File: config.mk
export PLATFORM = sky130hd
export DESIGN_NAME = uart_rx
export DESIGN_NICKNAME = d
export VERILOG_FILES = /design/src/rtl/uart_pkg.sv /design/src/rtl/data_sampling.sv /design/src/rtl/uart_rx.sv
export SDC_FILE = /design/constraint.sdc
export NUM_CORES = 1
export LEC_CHECK = 0
export ABC_CLOCK_PERIOD_IN_PS = 2450
export CAP_MARGIN = 20
export CORE_ASPECT_RATIO = 1.2
export CORE_MARGIN = 4
export CORE_UTILIZATION = 40
export DETAILED_ROUTE_END_ITERATION = 10
export GPL_TIMING_DRIVEN = 1
export PLACE_DENSITY = 0.59
export SLEW_MARGIN = 40
export SYNTH_ARGS = -nofsm -noshare
export SYNTH_HDL_FRONTEND = slang
export SYNTH_SLANG_ARGS = --single-unit
File: constraint.sdc
create_clock -name clk -period 2.45 [get_ports clk]
set_input_delay 0.49 -clock clk [delete_from_list [all_inputs] [get_ports clk]]
set_output_delay 0.49 -clock clk [all_outputs]
set_load 0.03 [all_outputs]
File: src/rtl/uart_pkg.sv
// ---------------------------------------------------------------------------
// uart_pkg
// Shared definitions for the UART transmitter and receiver:
//   - receiver FSM state encoding
//   - legal oversampling ratios (8/16/32)
//   - parity type constants, same meaning as the transmitter's parity_calc
//   - 3-input majority helper used by the receive sampler
// ---------------------------------------------------------------------------
package uart_pkg;

  typedef enum logic [2:0] {
    ST_IDLE   = 3'd0,
    ST_START  = 3'd1,
    ST_DATA   = 3'd2,
    ST_PARITY = 3'd3,
    ST_STOP   = 3'd4,
    ST_OUT    = 3'd5
  } uart_rx_state_e;

  localparam int PRESC_8  = 8;
  localparam int PRESC_16 = 16;
  localparam int PRESC_32 = 32;

  localparam logic PAR_EVEN = 1'b0;
  localparam logic PAR_ODD  = 1'b1;

  // Majority of three line samples; masks a single-sample glitch.
  function automatic logic majority3(input logic a, input logic b, input logic c);
    return (a & b) | (a & c) | (b & c);
  endfunction

endpackage

File: src/rtl/data_sampling.sv
// ---------------------------------------------------------------------------
// data_sampling
// Takes three samples of the serial line around the bit centre
// (edge_cnt = P/2-1, P/2, P/2+1) and registers their majority.
// Ports:
//   clk, rst      UART oversampling clock, async active-low reset
//   rx_in         serial line (already synchronised)
//   edge_cnt      position inside the current bit, 0..P-1
//   prescale      latched oversampling ratio P for the current frame
//   sampled_bit   majority-voted bit, valid from edge_cnt = P/2+2
//   sample_done   1-clk pulse while edge_cnt = P/2+2 (new sampled_bit)
// ---------------------------------------------------------------------------
module data_sampling
  import uart_pkg::*;
#(
  parameter int PRESC_WIDTH = 6
) (
  input  logic                   clk,
  input  logic                   rst,
  input  logic                   rx_in,
  input  logic [PRESC_WIDTH-1:0] edge_cnt,
  input  logic [PRESC_WIDTH-1:0] prescale,
  output logic                   sampled_bit,
  output logic                   sample_done
);

  localparam logic [PRESC_WIDTH-1:0] PRESC_ONE = PRESC_WIDTH'(1);

  logic [PRESC_WIDTH-1:0] half_s;
  logic [PRESC_WIDTH-1:0] first_s;
  logic [PRESC_WIDTH-1:0] last_s;
  logic                   smp0_r;
  logic                   smp1_r;
  logic                   bit_r;
  logic                   done_r;

  // Sample positions around the bit centre, unsigned at PRESC_WIDTH.
  always_comb begin
    half_s  = {1'b0, prescale[PRESC_WIDTH-1:1]};
    first_s = half_s - PRESC_ONE;
    last_s  = half_s + PRESC_ONE;
  end

  // Capture the first two samples; the third is voted directly from rx_in.
  always_ff @(posedge clk or negedge rst) begin
    if (!rst) begin
      smp0_r <= 1'b0;
      smp1_r <= 1'b0;
      bit_r  <= 1'b0;
      done_r <= 1'b0;
    end else begin
      done_r <= (edge_cnt == last_s);
      if (edge_cnt == first_s) begin
        smp0_r <= rx_in;
      end else if (edge_cnt == half_s) begin
        smp1_r <= rx_in;
      end else if (edge_cnt == last_s) begin
        bit_r <= majority3(smp0_r, smp1_r, rx_in);
      end else begin
        bit_r <= bit_r;
      end
    end
  end

  assign sampled_bit = bit_r;
  assign sample_done = done_r;

endmodule

File: src/rtl/uart_rx.sv
// ---------------------------------------------------------------------------
// uart_rx
// UART receiver: start bit, DATA_WIDTH data bits LSB first, optional parity
// bit, one stop bit. Oversampled by a prescale latched at frame start.
// Ports:
//   clk, rst    UART oversampling clock, async active-low reset
//   rx_in       serial line, idle high, already synchronised
//   prescale    oversampling ratio; 8/16/32, anything else behaves as 8
//   par_en      parity bit present in the frame
//   par_typ     0 = even parity, 1 = odd parity
//   p_data      last correctly received byte
//   data_valid  1-clk pulse when p_data is updated
//   par_err     1-clk pulse, parity mismatch in the frame just ended
//   stp_err     1-clk pulse, stop bit sampled as 0
// ---------------------------------------------------------------------------
module uart_rx
  import uart_pkg::*;
#(
  parameter int DATA_WIDTH  = 8,
  parameter int PRESC_WIDTH = 6
) (
  input  logic                   clk,
  input  logic                   rst,
  input  logic                   rx_in,
  input  logic [PRESC_WIDTH-1:0] prescale,
  input  logic                   par_en,
  input  logic                   par_typ,
  output logic [DATA_WIDTH-1:0]  p_data,
  output logic                   data_valid,
  output logic                   par_err,
  output logic                   stp_err
);

  localparam int BIT_CNT_W = $clog2(DATA_WIDTH + 1);

  localparam logic [PRESC_WIDTH-1:0] P8        = PRESC_WIDTH'(PRESC_8);
  localparam logic [PRESC_WIDTH-1:0] P16       = PRESC_WIDTH'(PRESC_16);
  localparam logic [PRESC_WIDTH-1:0] P32       = PRESC_WIDTH'(PRESC_32);
  localparam logic [PRESC_WIDTH-1:0] PRESC_ONE = PRESC_WIDTH'(1);
  localparam logic [PRESC_WIDTH-1:0] EDGE_ZERO = {PRESC_WIDTH{1'b0}};
  localparam logic [BIT_CNT_W-1:0]   BIT_ZERO  = {BIT_CNT_W{1'b0}};
  localparam logic [BIT_CNT_W-1:0]   BIT_ONE   = BIT_CNT_W'(1);
  localparam logic [BIT_CNT_W-1:0]   LAST_BIT  = BIT_CNT_W'(DATA_WIDTH - 1);

  uart_rx_state_e         state_r;
  logic [PRESC_WIDTH-1:0] edge_cnt_r;
  logic [PRESC_WIDTH-1:0] presc_r;
  logic [PRESC_WIDTH-1:0] presc_legal_s;
  logic [BIT_CNT_W-1:0]   bit_cnt_r;
  logic [DATA_WIDTH-1:0]  shift_r;
  logic [DATA_WIDTH-1:0]  p_data_r;
  logic                   par_en_r;
  logic                   par_typ_r;
  logic                   par_flag_r;
  logic                   data_valid_r;
  logic                   par_err_r;
  logic                   stp_err_r;
  logic                   sampled_bit_s;
  logic                   sample_done_s;
  logic                   bit_end_s;
  logic                   par_exp_s;

  data_sampling #(
    .PRESC_WIDTH (PRESC_WIDTH)
  ) u_data_sampling (
    .clk         (clk),
    .rst         (rst),
    .rx_in       (rx_in),
    .edge_cnt    (edge_cnt_r),
    .prescale    (presc_r),
    .sampled_bit (sampled_bit_s),
    .sample_done (sample_done_s)
  );

  // Map the raw prescale input onto one of the legal ratios.
  always_comb begin
    if (prescale == P16) begin
      presc_legal_s = P16;
    end else if (prescale == P32) begin
      presc_legal_s = P32;
    end else begin
      presc_legal_s = P8;
    end
  end

  // Last oversampling clock of the current bit.
  always_comb begin
    bit_end_s = (edge_cnt_r == (presc_r - PRESC_ONE));
  end

  // Expected parity bit for the received data under the latched parity type.
  always_comb begin
    case (par_typ_r)
      PAR_EVEN: par_exp_s = ^shift_r;
      PAR_ODD:  par_exp_s = ~(^shift_r);
      default:  par_exp_s = ^shift_r;
    endcase
  end

  // Receive FSM with bit/edge counters, shift register and result registers.
  always_ff @(posedge clk or negedge rst) begin
    if (!rst) begin
      state_r      <= ST_IDLE;
      edge_cnt_r   <= EDGE_ZERO;
      bit_cnt_r    <= BIT_ZERO;
      shift_r      <= {DATA_WIDTH{1'b0}};
      p_data_r     <= {DATA_WIDTH{1'b0}};
      presc_r      <= P8;
      par_en_r     <= 1'b0;
      par_typ_r    <= PAR_EVEN;
      par_flag_r   <= 1'b0;
      data_valid_r <= 1'b0;
      par_err_r    <= 1'b0;
      stp_err_r    <= 1'b0;
    end else begin
      // Result outputs are pulses: they are only raised on the STOP->OUT edge.
      data_valid_r <= 1'b0;
      par_err_r    <= 1'b0;
      stp_err_r    <= 1'b0;

      if ((state_r == ST_IDLE) || (state_r == ST_OUT)) begin
        edge_cnt_r <= EDGE_ZERO;
      end else if (bit_end_s) begin
        edge_cnt_r <= EDGE_ZERO;
      end else begin
        edge_cnt_r <= edge_cnt_r + PRESC_ONE;
      end

      case (state_r)
        ST_IDLE: begin
          if (!rx_in) begin
            state_r    <= ST_START;
            presc_r    <= presc_legal_s;
            par_en_r   <= par_en;
            par_typ_r  <= par_typ;
            bit_cnt_r  <= BIT_ZERO;
            par_flag_r <= 1'b0;
          end else begin
            state_r <= ST_IDLE;
          end
        end
        ST_START: begin
          // A start bit that votes high was a glitch: drop it silently.
          if (bit_end_s) begin
            state_r <= sampled_bit_s ? ST_IDLE : ST_DATA;
          end else begin
            state_r <= ST_START;
          end
        end
        ST_DATA: begin
          if (sample_done_s) begin
            shift_r <= {sampled_bit_s, shift_r[DATA_WIDTH-1:1]};
          end else begin
            shift_r <= shift_r;
          end
          if (bit_end_s) begin
            if (bit_cnt_r == LAST_BIT) begin
              bit_cnt_r <= BIT_ZERO;
              state_r   <= par_en_r ? ST_PARITY : ST_STOP;
            end else begin
              bit_cnt_r <= bit_cnt_r + BIT_ONE;
            end
          end else begin
            bit_cnt_r <= bit_cnt_r;
          end
        end
        ST_PARITY: begin
          if (sample_done_s) begin
            par_flag_r <= (sampled_bit_s != par_exp_s);
          end else begin
            par_flag_r <= par_flag_r;
          end
          if (bit_end_s) begin
            state_r <= ST_STOP;
          end else begin
            state_r <= ST_PARITY;
          end
        end
        ST_STOP: begin
          if (bit_end_s) begin
            state_r   <= ST_OUT;
            par_err_r <= par_flag_r;
            stp_err_r <= ~sampled_bit_s;
            if (!par_flag_r && sampled_bit_s) begin
              p_data_r     <= shift_r;
              data_valid_r <= 1'b1;
            end else begin
              p_data_r <= p_data_r;
            end
          end else begin
            state_r <= ST_STOP;
          end
        end
        ST_OUT: begin
          state_r <= ST_IDLE;
        end
        default: begin
          state_r <= ST_IDLE;
        end
      endcase
    end
  end

  assign p_data     = p_data_r;
  assign data_valid = data_valid_r;
  assign par_err    = par_err_r;
  assign stp_err    = stp_err_r;

endmodule

* After elaboration in Yosys (flattened, before gate mapping)
Cells that the tools add are included.
** Storage, ports and cells
- Logic and storage cells :: 92
- Output and inout port bits :: 11
- Bits of input ports :: 11
- Register bits :: 45
** Operators by class
- Add/sub/neg operators :: 5
- Multiplexer cells :: 28
- Bitwise operators :: 11
- Reductions and logical operators :: 15
- Equal/unequal tests :: 17
** Operators with widths (count)
- $mux W6 :: 4
- $eq A6 B6 Y1 :: 3
- $pmux W3 S5 :: 1
- $mux W3 :: 4
- $mux W4 :: 3
- $reduce_and A3 Y1 :: 4
- $mux W1 :: 11
- $pmux W4 S2 :: 1
- $reduce_and A2 Y1 :: 4
- $reduce_xor A8 Y1 :: 1
- $add A5 B1 Y6 const B :: 1
- $add A6 B1 Y6 const B :: 1
- $eq A3 B2 Y1 const B :: 2
- $eq A3 B3 Y1 const B :: 2
- $eq A6 B5 Y1 :: 1
- $eq A6 B5 Y1 const B :: 1
- $eq A6 B6 Y1 const B :: 1
- $ne A2 B2 Y1 const B :: 3
- $not A1 Y1 :: 6
- $sub A5 B1 Y6 const B :: 1
- $sub A6 B1 Y6 const B :: 1
- $add A4 B1 Y4 const B :: 1
- $eq A4 B3 Y1 const B :: 1
- $mux W2 :: 2
- 11 further kinds :: 16

* Depth between registers and ports, before layout
Gate-level depths: netlist (run 1).
- Depth after elaboration :: 6
- Mapped depth :: 8
- Gate-level depth less buffers :: 6

* Hierarchy
From an unflattened synthesis (run 1), not the netlist that was laid out.
** Second synthesis, totals
- Cells, all modules :: 211
- Area total of the unflattened synthesis :: 2274.7 um^2
** By module, submodules not included
- uart_rx :: times used 1, area each 1848.0 um^2, cells each 160, sequential area each 952.2 um^2
- data_sampling :: times used 1, area each 426.7 um^2, cells each 51, sequential area each 100.1 um^2

* Worst setup path after synthesis (run 1)
Ideal clock, no wire load.
- Kind :: register to register
- Start :: reg presc_r[3]
- End :: reg p_data_r[0], in the netlist p_data[0]
- Clock period less this slack :: 2.119 ns
- Path slack :: 0.331 ns
- Setup time :: 0.125 ns
- Buffers on the path :: 1
- Data required time :: 2.325 ns
- Cell stages (with the launch flop) :: 8
- Arrival :: 1.994 ns
- Path through :: dfstp_2 -> inv_1 -> ha_1 -> xnor3_1 -> and4_1 -> buf_6 -> nand4b_2 -> mux2_2
** On the way
- Cells in the longest elaborated chain, start to end :: 3
** RTL lines
- start: declaration :: line uart_rx.sv:47 : logic [PRESC_WIDTH-1:0] presc_r;
- start signal: assignment :: line uart_rx.sv:133 : presc_r <= presc_legal_s;
- $sub A6 B1 Y6 :: line uart_rx.sv:88 : bit_end_s = (edge_cnt_r == (presc_r - PRESC_ONE));
- $eq A6 B6 Y1 :: line uart_rx.sv:88
- $reduce_and A3 Y1 (no line)
- end signal: assignment :: line uart_rx.sv:107 : p_data_r <= {DATA_WIDTH{1'b0}};
- end signal: assignment :: line uart_rx.sv:185 : p_data_r <= shift_r;
- end signal: assignment :: line uart_rx.sv:188 : p_data_r <= p_data_r;
- end: declaration :: line uart_rx.sv:51 : logic [DATA_WIDTH-1:0] p_data_r;
No other way between the ends.
A chain may end at the register's enable or synchronous reset.

* Final worst setup path (run 1)
- Start :: reg presc_r[3]
- End :: reg bit_cnt_r[3]
** On the way
- Cells in the longest elaborated chain, start to end :: 4
** RTL lines
- $sub A6 B1 Y6 :: line uart_rx.sv:88
- $eq A6 B6 Y1 :: line uart_rx.sv:88
- $ne A2 B2 Y1 (no line)
- $reduce_and A3 Y1 (no line)
- end signal: assignment :: line uart_rx.sv:161 : bit_cnt_r <= bit_cnt_r + BIT_ONE;
- end signal: assignment :: line uart_rx.sv:164 : bit_cnt_r <= bit_cnt_r;
- end: declaration :: line uart_rx.sv:49 : logic [BIT_CNT_W-1:0] bit_cnt_r;
No other way between the ends.

==> results of run 1 <==
path summary, 6_finish.rpt:
path / startpoint / depth (start not counted) / end / slack [ps]
setup / recovery: presc_r[3] / 7 / bit_cnt_r[3] / 110
hold / removal: rst / 1 / par_en_r / 170
setup reg to reg: presc_r[3] / 7 / bit_cnt_r[3] / 110
hold reg to reg: p_data[3] / 1 / p_data[3] / 510
max in group asynchronous: rst / 1 / presc_r[3] / 1910
min in group clk: p_data[3] / 1 / p_data[3] / 510
what timing repair did:
item,CTS,global route
hold buffers,0,0
resized for setup,0,1
endpoints found under the setup margin,0,8
worst max-delay path, cell delays in order (launching register included):
cell and delay (ps):
dfstp_2 580, inv_1 50, ha_1 220, xnor3_1 370, and4_1 340, buf_4 230, a41oi_1 140, a221o_1 280
registers in the layout, summed over array words and instances, names as in the netlist:
register,cells
u_data_sampling.smp1_r,1
u_data_sampling.smp0_r,1
par_flag_r,1
data_valid,1
par_typ_r,1
stp_err,1
shift_r,8
presc_r,3
edge_cnt_r,6
u_data_sampling.sampled_bit,1
state_r,3
p_data,8
par_err,1
u_data_sampling.sample_done,1
bit_cnt_r,4
par_en_r,1
layout make-up:
type | instances | area (um2) | area share
timing repair buffer | 24 | 230 | 0.0923
inverter | 8 | 30.0 | 0.0120
sequential | 42 | 1050 | 0.422
tap | 60 | 75.1 | 0.0301
multi-input combinational | 121 | 993 | 0.398
clock inverter | 3 | 43.8 | 0.0176
clock buffer | 5 | 68.8 | 0.0276
cell families (layout without fill, tap and decap cells):
logic type | count (synthesis) | in the layout
AO/OA/AOI/OAI | 17 | 17
XOR/XNOR | 22 | 22
adder cells (fa/ha/maj) | 6 | 6
buffers and inverters | 15 | 40
flip-flops | 42 | 42
multiplexers | 24 | 24
AND/OR/NAND/NOR | 52 | 52
cell usage after synthesis, drive strengths merged, types with 2 or more instances:
| library cell | instances | area, um2 |
|---|---|---|
| xnor3 | 2 | 45.0 |
| and4 | 2 | 17.5 |
| a32o | 2 | 20.0 |
| inv | 8 | 30.0 |
| nand2 | 9 | 33.8 |
| nor4 | 3 | 25.0 |
| and2 | 4 | 25.0 |
| nor3b | 5 | 37.5 |
| mux2 | 22 | 248 |
| a21oi | 2 | 10.0 |
| nand3 | 2 | 10.0 |
| xnor2 | 9 | 78.8 |
| nor2 | 12 | 45.0 |
| mux2i | 2 | 20.0 |
| o21ai | 3 | 15.0 |
| nor2b | 3 | 18.8 |
| o22ai | 2 | 12.5 |
| nand2b | 5 | 31.3 |
| xor2 | 11 | 96.3 |
| ha | 5 | 62.6 |
| buf | 7 | 47.5 |
| dfrtp | 41 | 1030 |
| nor3 | 2 | 10.0 |
| a31oi | 2 | 12.5 |
metrics by stage:
stage                     hold slack [ps]  total power [mW]  utilization  std cells  setup slack [ps]
after CTS                             187              2.31        0.496        263              41.6
after global routing                  208              2.46        0.498        263              14.4
after floorplan                       194              1.59            -        178               331
after global placement                488              1.72        0.473        255               175
after detailed placement              493              1.75        0.474        255              67.6
final                                 169              2.28        0.498        263               114
power groups by stage:
stage	Clock, mW	Sequential, mW	Combinational [mW]
6_report	0.554	1.04	0.686
3_3_place_gp	0	1.05	0.671
5_1_grt	0.615	1.07	0.779
4_1_cts	0.571	1.04	0.697
2_1_floorplan	0	0.986	0.604
3_5_place_dp	0	1.06	0.689
layer usage:
layer | vias to the layer above | track usage | routed length [um]
met4 | 0 | 0.0518 | 38
met5 | - | 0 | 0
met1 | 703 | 0.157 | 1590
met2 | 35 | 0.222 | 2040
met3 | 4 | 0.0367 | 180
li1 | 659 | - | -
==> qor.yml, run 1 <==
drc: 0
cts_root_buffer: "clkbuf_8"
routed-via-count: 1401
worstSkewPairLatency_ps: 300
synth-simple-area-share: 0.143
cp-start-kind: "flip-flop"
final_cell_mix: "41 x dfrtp_1, 22 x mux2_2, 20 x clkdlybuf4s50_1"
setup_violations: 0
clockPowerShare: 0.243
max_cap_viol_count: 0
placed_area_um2: 2370
port_buffers: 21
vdd_drop_max_mv: 0.560
grt.total_usage: 0.131
p_sw_frac: 0.319
powerDensity_nw_per_um2: 916
synth-async-reset-ratio: 1.00
hold_class: "in -> async"
worstPathMaxFanout: 10
synth_fa_ha_area_frac: 0.0343
drt-initial-drc-count: 38
crit_required_ps: 2630
die_w_um: 74.4
dp_hpwl_mm: 2.87
final_nets: 218
drt_wl_total_mm: 3.84
ant_nets: 0
synth_compound_area_frac: 0.0580
grt_pass1_vias: 1409
ys_types: 39
ys.flop_type: "dfrtp_1"
core_um2: 5010
grt_overflow_total: 0
initial_utilization: 0.422
setup_tns_ps: 0
vias_per_cell: 5.33
hold_violations: 0
synth_nets: 194
final_area_um2: 2490
post-cts-setup-buffer-count: 0
clk_pin_slew_worst_paths_ps: 80
htreeDepth: 2
synth_mux_area_frac: 0.127
fillers: 451
first_pass_iters: 4
rsz0062_at_grt: "no"
synth_edf_count: 0
drive_gt1_frac: 0.187
power.internal_mw: 1.56
slew_violations: 0
worst_pin_slew_ps: 756
finalClockSkew_ps: 5.25
synth_top_family_by_area: "simple AND/OR/NAND/NOR gates"
grt_max_degree: 43
rows: 28
power.net_switching_mw: 0.729
place.gp.congestion: 0.809
cts_made_buffers: 5
cts_sinks: 42
n_antenna_cell: 0
worstPathArrival_ps: 2520
wl_per_cell_um: 14.6
synthesis.area_um2: 2110
combinationalPowerShare: 0.300
ys_ff_latch: 42
antenna_found_initial: 0
fp.dieArea_um2: 6520
fin_crit_sh: 0.954
die_h_um: 87.6
maxSlewHeadroom: 0.495
syn_area_per_cell_um2: 11.9
syn_inst: 178
synth_warnings: 0
seq_area_frac_synth: 0.498
syn2layout_area_growth_pct: 17.9
outcome: "complete, no violations"
leakage_nw: 1.17
mostFrequentLayoutCell: "dfrtp_1"
cts_buffer_depth: 2
max_freq_mhz: 428
critical_path_class: "reg -> reg"
synth_xor_area_frac: 0.104
seq_power_share: 0.457
grt_pass1_wl_mm: 6.52
crit_path_end_kind: "flip-flop"
ioPinCount: 22
min_period_ps: 2340
cts_tree: "done"
Power figures use the tool's default switching activity.
==> inputs of run 2 (changes only) <==
--- a/config.mk
+++ b/config.mk
@@ -12,6 +12,7 @@
 export CORE_UTILIZATION = 40
 export DETAILED_ROUTE_END_ITERATION = 10
 export GPL_TIMING_DRIVEN = 1
+export MAX_ROUTING_LAYER = met4
 export PLACE_DENSITY = 0.59
 export SLEW_MARGIN = 40
 export SYNTH_ARGS = -nofsm -noshare
==> run 2 against run 1 <==
Die area stayed put; total power hardly changed; largest cell class unchanged; cell count stayed put; register-to-register slack hardly changed; utilization stayed put; combinational power hardly changed; clock-buffer cell count stayed put; wire length is 0.16% lower; first-iteration DRC count is 13% lower; sequential power hardly changed; largest power group unchanged; global-route usage is 0.33 points higher; critical path type unchanged; via count is 0.29% higher.
==> qor.yml, run 2 (synthesis results as in run 1) <==
fp.dieArea_um2: 6520
rows: 28
grt.busiest_layer: "met2"
drive_gt1_frac: 0.187
dp_hpwl_mm: 2.87
n_antenna_cell: 0
cts_root_buffer: "clkbuf_8"
ioPinCount: 22
port_buffers: 21
initial_utilization: 0.422
use_met2: 0.222
ant_nets: 0
critical_path_class: "reg -> reg"
htreeDepth: 2
crit_required_ps: 2630
combinationalPowerShare: 0.300
place.gp.congestion: 0.821
clockPowerShare: 0.242
outcome: "complete, no violations"
cp_slowest_stage_delay_ps: 580
worstPathArrival_ps: 2520
routed-via-count: 1405
hold_class: "in -> async"
rsz0062_at_grt: "no"
finalClockSkew_ps: 5.10
syn2layout_area_growth_pct: 17.9
cts_buffer_depth: 2
mostFrequentLayoutCell: "dfrtp_1"
grt_max_degree: 43
first_pass_iters: 4
min_period_ps: 2340
dp_cells: 255
fin_crit_sh: 0.953
max_freq_mhz: 428
clk_pin_slew_worst_paths_ps: 80
die_w_um: 74.4
grt_overflow_total: 0
antenna_found_initial: 0
slew_violations: 0
power.internal_mw: 1.56
holdBufCountCts: 0
p_sw_frac: 0.319
fillers: 451
placed_area_um2: 2370
max_cap_viol_count: 0
grt_pass1_wl_mm: 6.53
use_met1: 0.157
grt.total_usage: 0.135
p_total_mw: 2.28
worst_pin_slew_ps: 750
setup_violations: 0
drt_wl_total_mm: 3.84
worstSkewPairLatency_ps: 290
drc: 0
dp_slack_ps: 67.6
critical_path.top_delay_family: "flip-flops"
crit_path_end_kind: "flip-flop"
layout.cells.non_filler: 263
path_buf_inv: 2
crit_slowest_cell: "dfstp_2"
worstPathMaxFanout: 10
cts_tree: "done"
grt_pass1_vias: 1404
final_area_um2: 2490
use_met3: 0.0333
core_um2: 5010
die_h_um: 87.6
drt-initial-drc-count: 33
vias_per_cell: 5.34
setup_ws_ps: 114
setup_tns_ps: 0
powerDensity_nw_per_um2: 916
hold_violations: 0
cts_sinks: 42
crit_chain: "inv_1 > ha_1 > xnor3_1 > and4_1 > buf_4 > a41oi_1 > a221o_1"
cp-start-kind: "flip-flop"
final_cell_mix: "41 x dfrtp_1, 22 x mux2_2, 20 x clkdlybuf4s50_1"
wl_per_cell_um: 14.6
cts_made_buffers: 5
final_nets: 218
multi_input_area_um2: 993
leakage_nw: 1.17
seq_power_share: 0.457
vdd_drop_max_mv: 0.560
seqCellArea_um2: 1050
power.net_switching_mw: 0.728
maxSlewHeadroom: 0.499
==> run 2: cell counts in the layout (fill, tap and decap cells not counted) <==
No cell type changed its count.
==> run 2: final cells by class <==
| type | count | area share |
|---|---|---|
| Multi-Input combinational cell | 121 | 0.398 |
| Clock inverter | 3 | 0.0176 |
| Timing Repair Buffer | 24 | 0.0923 |
| Sequential cell | 42 | 0.422 |
| Clock buffer | 5 | 0.0276 |
| Tap cell | 60 | 0.0301 |
| Inverter | 8 | 0.0120 |
==> run 2: path summary, 6_finish.rpt <==
path                                      to  slack [ps]  cells after the start  startpoint
worst max-delay path            bit_cnt_r[3]         110                      7  presc_r[3]
worst min-delay path                par_en_r         170                      1         rst
worst max register to register  bit_cnt_r[3]         110                      7  presc_r[3]
worst min register to register     p_data[3]         510                      1   p_data[3]
max in group asynchronous         presc_r[3]        1910                      1         rst
min in group clk                   p_data[3]         510                      1   p_data[3]
==> run 2: per-layer routing <==
| metal | share of wire | vias to the layer above |
|---|---|---|
| met5 | 0 | - |
| met4 | 0.012 | 0 |
| met3 | 0.041 | 6 |
| met2 | 0.53 | 34 |
| met1 | 0.42 | 706 |
| li1 | - | 659 |
==> run 2: power groups by stage <==
stage	registers (mW)	logic [mW]	clock network, mW
2_1_floorplan	0.986	0.604	0
3_3_place_gp	1.05	0.671	0
3_5_place_dp	1.06	0.689	0
4_1_cts	1.04	0.697	0.571
5_1_grt	1.07	0.779	0.613
6_report	1.04	0.686	0.553
==> run 2: stage by stage <==
step	util	hold WS (ps)
finish	0.498	169
detailed placement	0.474	493
floorplan	-	194
global placement	0.473	488
global route	0.498	211
CTS	0.496	187
==> run 2: timing repair <==
item / in CTS / in global routing
setup buffers: 0 / 0
setup endpoints to repair: 0 / 8
resized for setup: 0 / 1
==> inputs of run 3 (changes only) <==
--- a/config.mk
+++ b/config.mk
@@ -14,6 +14,7 @@
 export GPL_TIMING_DRIVEN = 1
 export MAX_ROUTING_LAYER = met4
 export PLACE_DENSITY = 0.59
+export REMOVE_ABC_BUFFERS = 1
 export SLEW_MARGIN = 40
 export SYNTH_ARGS = -nofsm -noshare
 export SYNTH_HDL_FRONTEND = slang
==> constraint.sdc (replaced) <==
create_clock -name clk -period 2.45 [get_ports clk]
set_input_delay 0.245 -clock clk [delete_from_list [all_inputs] [get_ports clk]]
set_output_delay 0.245 -clock clk [all_outputs]
set_load 0.03 [all_outputs]
==> run 3 against run 2 <==
Global-route usage is 0.59 points higher; hold slack better by 300 ps; utilization hardly changed; sequential power hardly changed; final area hardly changed; critical path type unchanged; highest routed layer unchanged.
==> qor.yml, run 3 (synthesis results as in run 1) <==
post-cts-setup-buffer-count: 0
crit_chain: "inv_1 > ha_1 > xnor3_1 > and4_1 > buf_4 > o21bai_1 > mux2_2"
drt-initial-drc-count: 43
finalClockSkew_ps: 8.95
htreeDepth: 2
worst_pin_slew_ps: 562
startpoint: "presc_r[3]"
clk_pin_slew_worst_paths_ps: 80
cts_buffer_depth: 2
ioPinCount: 22
cts_sinks: 42
seqCellArea_um2: 1050
layout.cells.non_filler: 263
grt.total_usage: 0.141
antenna_found_initial: 0
wl_per_cell_um: 14.9
final_cell_mix: "41 x dfrtp_1, 22 x mux2_2, 20 x clkdlybuf4s50_1"
critical_path_class: "reg -> reg"
worstPathMaxFanout: 13
worstPathArrival_ps: 2500
hold_violations: 0
setup_violations: 0
cts.repair.resized: 0
drive_gt1_frac: 0.182
grt_max_degree: 43
leakage_nw: 1.16
final_nets: 219
path_buf_inv: 2
max_cap_viol_count: 0
die_w_um: 74.4
multi_input_area_um2: 985
syn2layout_area_growth_pct: 18.0
holdBufCountCts: 1
placed_area_um2: 2370
cp_slowest_stage_delay_ps: 590
maxSlewHeadroom: 0.622
drt_wl_total_mm: 3.91
crit_required_ps: 2640
routed-via-count: 1361
first_pass_iters: 4
powerDensity_nw_per_um2: 914
setup_ws_ps: 132
setup_tns_ps: 0
grt_pass1_vias: 1445
cts_made_buffers: 5
dp_cells: 255
grt_pass1_wl_mm: 6.82
dp_hpwl_mm: 2.90
initial_utilization: 0.422
r2r-start: "presc_r[3]"
vias_per_cell: 5.17
vdd_drop_max_mv: 0.644
crit_slowest_cell: "dfstp_2"
rsz0062_at_grt: "no"
outcome: "complete, no violations"
worstSkewPairLatency_ps: 290
slew_violations: 0
port_buffers: 21
dp_slack_ps: 135
rows: 28
hold_class: "in -> async"
ant_nets: 0
core_um2: 5010
r2r_slack_ps: 130
die_h_um: 87.6
final_area_um2: 2490
min_period_ps: 2320
drc: 0
fp.dieArea_um2: 6520
mostFrequentLayoutCell: "dfrtp_1"
cts_tree: "done"
place.gp.congestion: 0.742
n_antenna_cell: 0
cts_root_buffer: "clkbuf_8"
critical_path.top_delay_family: "flip-flops"
crit_path_end_kind: "flip-flop"
max_freq_mhz: 431
fin_crit_sh: 0.946
cp-start-kind: "flip-flop"
grt_overflow_total: 0
fillers: 460
## run 3: per-stage QoR
step	hold slack, ps	utilization	power, mW
global route	520	0.498	2.44
finish	472	0.498	2.28
global placement	417	0.473	1.71
floorplan	-50.6	-	1.56
CTS	488	0.498	2.32
detailed placement	264	0.474	1.75
## run 3: routing by layer
metal / vias up / share of wire / track usage
met2: 17 / 0.52 / 0.234
li1: 663 / - / -
met3: 6 / 0.029 / 0.0344
met1: 675 / 0.43 / 0.164
met4: 0 / 0.019 / 0.0485
met5: - / 0 / -
## run 3: area by class of cell
| type | instances | share of cell area |
|---|---|---|
| clock inverters | 1 | 0.0120 |
| well taps | 60 | 0.0301 |
| repair buffers | 25 | 0.0963 |
| clock buffers | 6 | 0.0331 |
| flip-flops and latches | 42 | 0.422 |
| multi-input cells | 121 | 0.395 |
| inverters | 8 | 0.0120 |
## run 3: power breakdown
part	leakage, nW	switching (mW)	internal [mW]
clock network	0.0573	0.227	0.326
registers	0.551	0.181	0.854
logic	0.555	0.296	0.396
## run 3: worst paths after layout
path	depth (start not counted)	to
worst min-delay path	2	shift_r[2]
min in group clk	1	p_data[3]
worst max register to register	7	bit_cnt_r[0]
max in group asynchronous	2	presc_r[3]
worst min register to register	1	p_data[3]
worst max-delay path	7	bit_cnt_r[0]
